<file path="src/rtl/serial_frame_sync.sv">
// serial_frame_sync: hunts for a fixed frame word in a gated serial stream,
// confirms alignment over several frames, then delivers aligned frames in
// parallel and counts corrupted frames while locked.
module serial_frame_sync #(
  parameter int unsigned               FRAME_LEN = 10,
  parameter logic [FRAME_LEN-1:0]      SYNC_WORD = 10'h3F0,
  parameter int unsigned               LOCK_CNT  = 2,
  parameter int unsigned               MISS_CNT  = 2
) (
  input  logic                 clk,
  input  logic                 rst,
  input  logic                 din,
  input  logic                 din_en,
  output logic [FRAME_LEN-1:0] frame_word,
  output logic                 frame_valid,
  output logic                 locked,
  output logic [7:0]           err_count
);

  localparam int unsigned FILL_W  = $clog2(FRAME_LEN + 1);
  localparam int unsigned BIT_W   = $clog2(FRAME_LEN);
  localparam int unsigned MATCH_W = $clog2(LOCK_CNT + 1);
  localparam int unsigned MISS_W  = $clog2(MISS_CNT + 1);

  typedef enum logic [1:0] {
    HUNT   = 2'd0,
    VERIFY = 2'd1,
    LOCKED = 2'd2
  } state_t;

  state_t               state, state_n;
  logic [FRAME_LEN-1:0] sr, sr_n;
  logic [FILL_W-1:0]    fill, fill_n;
  logic [BIT_W-1:0]     bit_cnt, bit_cnt_n;
  logic [MATCH_W-1:0]   match_cnt, match_n, match_inc;
  logic [MISS_W-1:0]    miss_cnt, miss_n, miss_inc;
  logic [FRAME_LEN-1:0] frame_word_n;
  logic                 frame_valid_n;
  logic [7:0]           err_n;
  logic                 boundary;
  logic                 win_match;
  logic                 fill_full_n;

  // State register.
  always_ff @(posedge clk or posedge rst) begin
    if (rst) state <= HUNT;
    else     state <= state_n;
  end

  // Next-state, counter and output-next logic; everything holds unless a bit is accepted.
  always_comb begin
    state_n       = state;
    sr_n          = sr;
    fill_n        = fill;
    bit_cnt_n     = bit_cnt;
    match_n       = match_cnt;
    miss_n        = miss_cnt;
    err_n         = err_count;
    frame_word_n  = frame_word;
    frame_valid_n = 1'b0;
    boundary      = 1'b0;
    win_match     = 1'b0;
    fill_full_n   = 1'b0;
    match_inc     = MATCH_W'(match_cnt + MATCH_W'(1));
    miss_inc      = MISS_W'(miss_cnt + MISS_W'(1));

    if (din_en) begin
      sr_n        = {sr[FRAME_LEN-2:0], din};
      fill_n      = (fill == FILL_W'(FRAME_LEN)) ? fill : FILL_W'(fill + FILL_W'(1));
      fill_full_n = (fill_n == FILL_W'(FRAME_LEN));
      win_match   = (sr_n == SYNC_WORD);
      boundary    = (bit_cnt == BIT_W'(FRAME_LEN - 1));
      bit_cnt_n   = boundary ? '0 : BIT_W'(bit_cnt + BIT_W'(1));

      case (state)
        HUNT: begin
          if (win_match && fill_full_n) begin
            state_n   = VERIFY;
            bit_cnt_n = '0;
            match_n   = '0;
          end
        end
        VERIFY: begin
          if (boundary) begin
            if (win_match) begin
              match_n = match_inc;
              if (match_inc == MATCH_W'(LOCK_CNT)) begin
                state_n = LOCKED;
                miss_n  = '0;
              end
            end else begin
              state_n = HUNT;
            end
          end
        end
        LOCKED: begin
          if (boundary) begin
            frame_word_n  = sr_n;
            frame_valid_n = 1'b1;
            if (win_match) begin
              miss_n = '0;
            end else begin
              if (err_count != 8'hFF) err_n = 8'(err_count + 8'd1);
              miss_n = miss_inc;
              if (miss_inc == MISS_W'(MISS_CNT)) state_n = HUNT;
            end
          end
        end
        default: state_n = HUNT;
      endcase
    end
  end

  // Datapath, counters and registered outputs.
  always_ff @(posedge clk or posedge rst) begin
    if (rst) begin
      sr          <= '0;
      fill        <= '0;
      bit_cnt     <= '0;
      match_cnt   <= '0;
      miss_cnt    <= '0;
      frame_word  <= '0;
      frame_valid <= 1'b0;
      locked      <= 1'b0;
      err_count   <= 8'd0;
    end else begin
      sr          <= sr_n;
      fill        <= fill_n;
      bit_cnt     <= bit_cnt_n;
      match_cnt   <= match_n;
      miss_cnt    <= miss_n;
      frame_word  <= frame_word_n;
      frame_valid <= frame_valid_n;
      locked      <= (state_n == LOCKED);
      err_count   <= err_n;
    end
  end

endmodule

</file>
<file path="config.mk">
export PLATFORM = sky130hd
export DESIGN_NAME = serial_frame_sync
export DESIGN_NICKNAME = d
export VERILOG_FILES = /design/src/rtl/serial_frame_sync.sv
export SDC_FILE = /design/constraint.sdc
export NUM_CORES = 1
export LEC_CHECK = 0
export BUFFER_PORTS_ARGS = -buffer_cell sky130_fd_sc_hd__buf_4
export CELL_PAD_IN_SITES_DETAIL_PLACEMENT = 1
export CELL_PAD_IN_SITES_GLOBAL_PLACEMENT = 2
export CORE_ASPECT_RATIO = 1.5
export CORE_MARGIN = 5
export CORE_UTILIZATION = 25
export DETAILED_ROUTE_END_ITERATION = 16
export PLACE_DENSITY_LB_ADDON = 0.12
export SLEW_MARGIN = 20
export SYNTH_ARGS = -nofsm -noshare
export SYNTH_HDL_FRONTEND = slang
export SYNTH_SLANG_ARGS = --single-unit
</file>
<file path="constraint.sdc">
create_clock -name clk -period 3 [get_ports clk]
set_clock_uncertainty 0.05 [all_clocks]
set_input_delay 0.3 -clock clk [delete_from_list [all_inputs] [get_ports clk]]
set_output_delay 0.3 -clock clk [all_outputs]
set_load 0.01 [all_outputs]
</file>
==> reports/results.ini <==
[clock_tree]
cts_setup_buffers=0
cts_resized=0
cts_sinks=43
clk_pin_slew_ps=60
cts_tree=yes
clockBufferDepth=2
numCtsBuffers=5
clockRootBuffer=clkbuf_16
cts_hold_buf=0
htree_levels=2
clk-insertion-delay-late_ps=290

[timing]
setup_viol=0
finalHoldViolations=0
timing.fmax_mhz=414
hold_ws_ps=176
fin_ws_ps=586
slew_viol_final=0
worst_slew_pin_slew_ps=916
max_slew_margin=0.388
fin_setup_tns_ps=0
rsz0062_at_grt=no
finalCritPeriodShare=0.805
min_period_ps=2410

[worst_setup_path]
end_kind=flop
cp.buffers_inverters=1
crit_type=flop to flop
path_delay_family=simple AND/OR/NAND/NOR gates
r2r_cells=6
critPathLaunch=state[1]
slowest_stage=dfrtp_1
worstPathRequired_ps=3160
endpoint=err_count[6]
r2r_end=err_count[6]
cp_max_fo=13
r2r-start=state[1]
crit_path_start_kind=flop
path_cells=nor4bb_1, nand2_1, inv_1, nand2_1, nor3_1, xor2_1
ff2ff_setup_slack_ps=590
cp.depth=6
cp.arrival_ps=2570
cp_slowest_stage_delay_ps=530
crit_top_cell=nand2_1

[finish]
area_growth_pct=20.0
multi_input_area_um2=930
finalNetCount=237
nFillCells=927
drive_gt1_frac=0.210
antenna_cells=0
seqCellArea_um2=1080

[place]
hpwl_mm=3.52
io_buffers=23
dp_slack_ps=473
place_congestion=0.700

[power_and_ir_drop]
pwr-share-comb=0.192
p_sw_uw=503
peakVddDrop_mv=0.233
p_clk_frac=0.326
swShare=0.308
power.internal_uw=1130
leakagePower_uw=0.00117
power.total_uw=1630
p_seq_frac=0.481
powerDensity_nw_per_um2=657

[logic_synthesis]
synth_area_leaders=dfrtp_1 52%, nand2_1 8.5%, mux2_2 5.4%
muxShareOfSynthArea=0.0640
synth_compound_area_frac=0.0653
synthCells=206
yosys_warnings=0
synth_cell_types=39
synth_top_family_by_area=simple AND/OR/NAND/NOR gates
yosysTopAreaCell=dfrtp_1
ys_seq_area_frac=0.520
syn-num-nets=215
synth_top_area_share=0.520
synth-simple-area-share=0.243
async_flop_share=1.00
netlist_area_um2=2070
ys.flop_type=dfrtp_1
ys_ff_latch=43
synth_edf_count=0
synth-xor-area-share=0.0465
synth-adder-area-share=0.0302
synth_area_per_cell_um2=10.1

[floorplan]
die_area_um2=10200
initial_core_util=0.257
boundaryPins=24
row_count=40
core_um2=8060
die_y_um=121
die_w_um=84.3

[min_path]
hp-class=primary input to asynchronous set/reset pin

[detailed_routing]
wl_per_cell_um=14.6
wl_mm=4.89
drc=0
ant_nets=0
drtIter0Drc=54
vias=1539
drt_first_pass_iters=4
viasPerCell=4.61

[global_routing]
grt.total_usage=0.105
grt.overflow.total=0
grt_pass1_vias=1698
antenna_found_initial=0
grt_max_degree=44
grt_pass1_wl_mm=8.51

[job]
maxCapViolCount=0

[run_status]
status=finished clean

worst min path at each step:
| stage | startpoint | depth (start not counted) | to |
|---|---|---|---|
| final | rst | 2 | fill[3] |
| after global routing | din | 3 | frame_word[0] |
| after CTS | din | 3 | frame_word[0] |
| after detailed placement | frame_word[7] | 2 | frame_word[7] |
| after global placement | frame_word[4] | 2 | frame_word[4] |
| after floorplan | din | 2 | frame_word[0] |
synth_stat cells, types with 2 or more instances:
cell / instances
or3_4: 2
nand2_1: 47
and2_1: 3
nand2b_1: 4
nand4_1: 3
o22ai_1: 3
mux2i_1: 2
dfrtp_1: 43
o21ai_0: 10
nand3_1: 7
ha_1: 5
nor3b_1: 2
inv_1: 9
nor2_1: 5
nand3b_1: 3
xnor2_1: 6
xor2_1: 5
mux2_2: 10
clkbuf_1: 7
a21oi_1: 5
nor3_1: 4
nor4_1: 3
nor4b_1: 2
registers in the layout, indices dropped and copies added, names as in the netlist:
register,cells
fill,4
locked,1
sr,9
match_cnt,2
miss_cnt,2
frame_valid,1
frame_word,10
state,2
err_count,8
bit_cnt,4
final cells by class:
cell class,count,share of cell area
multi-input combinational,146,0.374
timing repair buffer,23,0.0695
inverter,9,0.0136
clock buffer,6,0.0519
clock inverter,2,0.00504
tap,105,0.0529
sequential,43,0.433
kinds of logic (layout without fill, tap and decap cells):
kind of cell / count (synthesis) / after routing
AND/OR/NAND/NOR: 95 / 95
flip-flops: 43 / 43
AO/OA/AOI/OAI: 23 / 23
buffers and inverters: 17 / 40
multiplexers: 12 / 12
XOR/XNOR: 11 / 11
adder cells (fa/ha/maj): 5 / 5
metrics by stage:
step	instance area [um2]	util	cells
floorplan	2070	-	206
global placement	2340	0.291	326
detailed placement	2340	0.291	326
CTS	2480	0.308	334
global route	2480	0.308	334
finish	2480	0.308	334
power groups by stage:
stage	clock, uW	sequential, uW	combinational, uW
after floorplan	0	744	281
after detailed placement	0	798	323
final	532	785	314
after global routing	591	806	358
after global placement	0	801	319
after CTS	556	788	325
placed cells by master, fill, tap and decap left out, types with 4 or more instances in the layout:
cell       Yosys  routed
nand2_1       47      47
clkbuf_16      0       5
dfrtp_1       43      43
nand2b_1       4       4
inv_1          9       8
ha_1           5       5
mux2_2        10      10
nor3_1         4       4
buf_4          0      23
o21ai_0       10      10
xor2_1         5       5
nand3_1        7       7
nor2_1         5       5
xnor2_1        6       6
a21oi_1        5       5
worst reg2reg max path, delay by kind of cell, from the launching register on:
kind / cells / cell delay (ps)
buf+inv: 1 / 460
flops: 1 / 530
xor+xnor: 1 / 160
simple gates: 4 / 1130
metal layers:
| metal | share of wire | track usage |
|---|---|---|
| met2 | 0.53 | 0.189 |
| met1 | 0.43 | 0.117 |
| met5 | 0 | 0 |
| met3 | 0.026 | 0.0231 |
| met4 | 0.019 | 0.0453 |
Note: power is estimated with default switching activity, not from simulation.
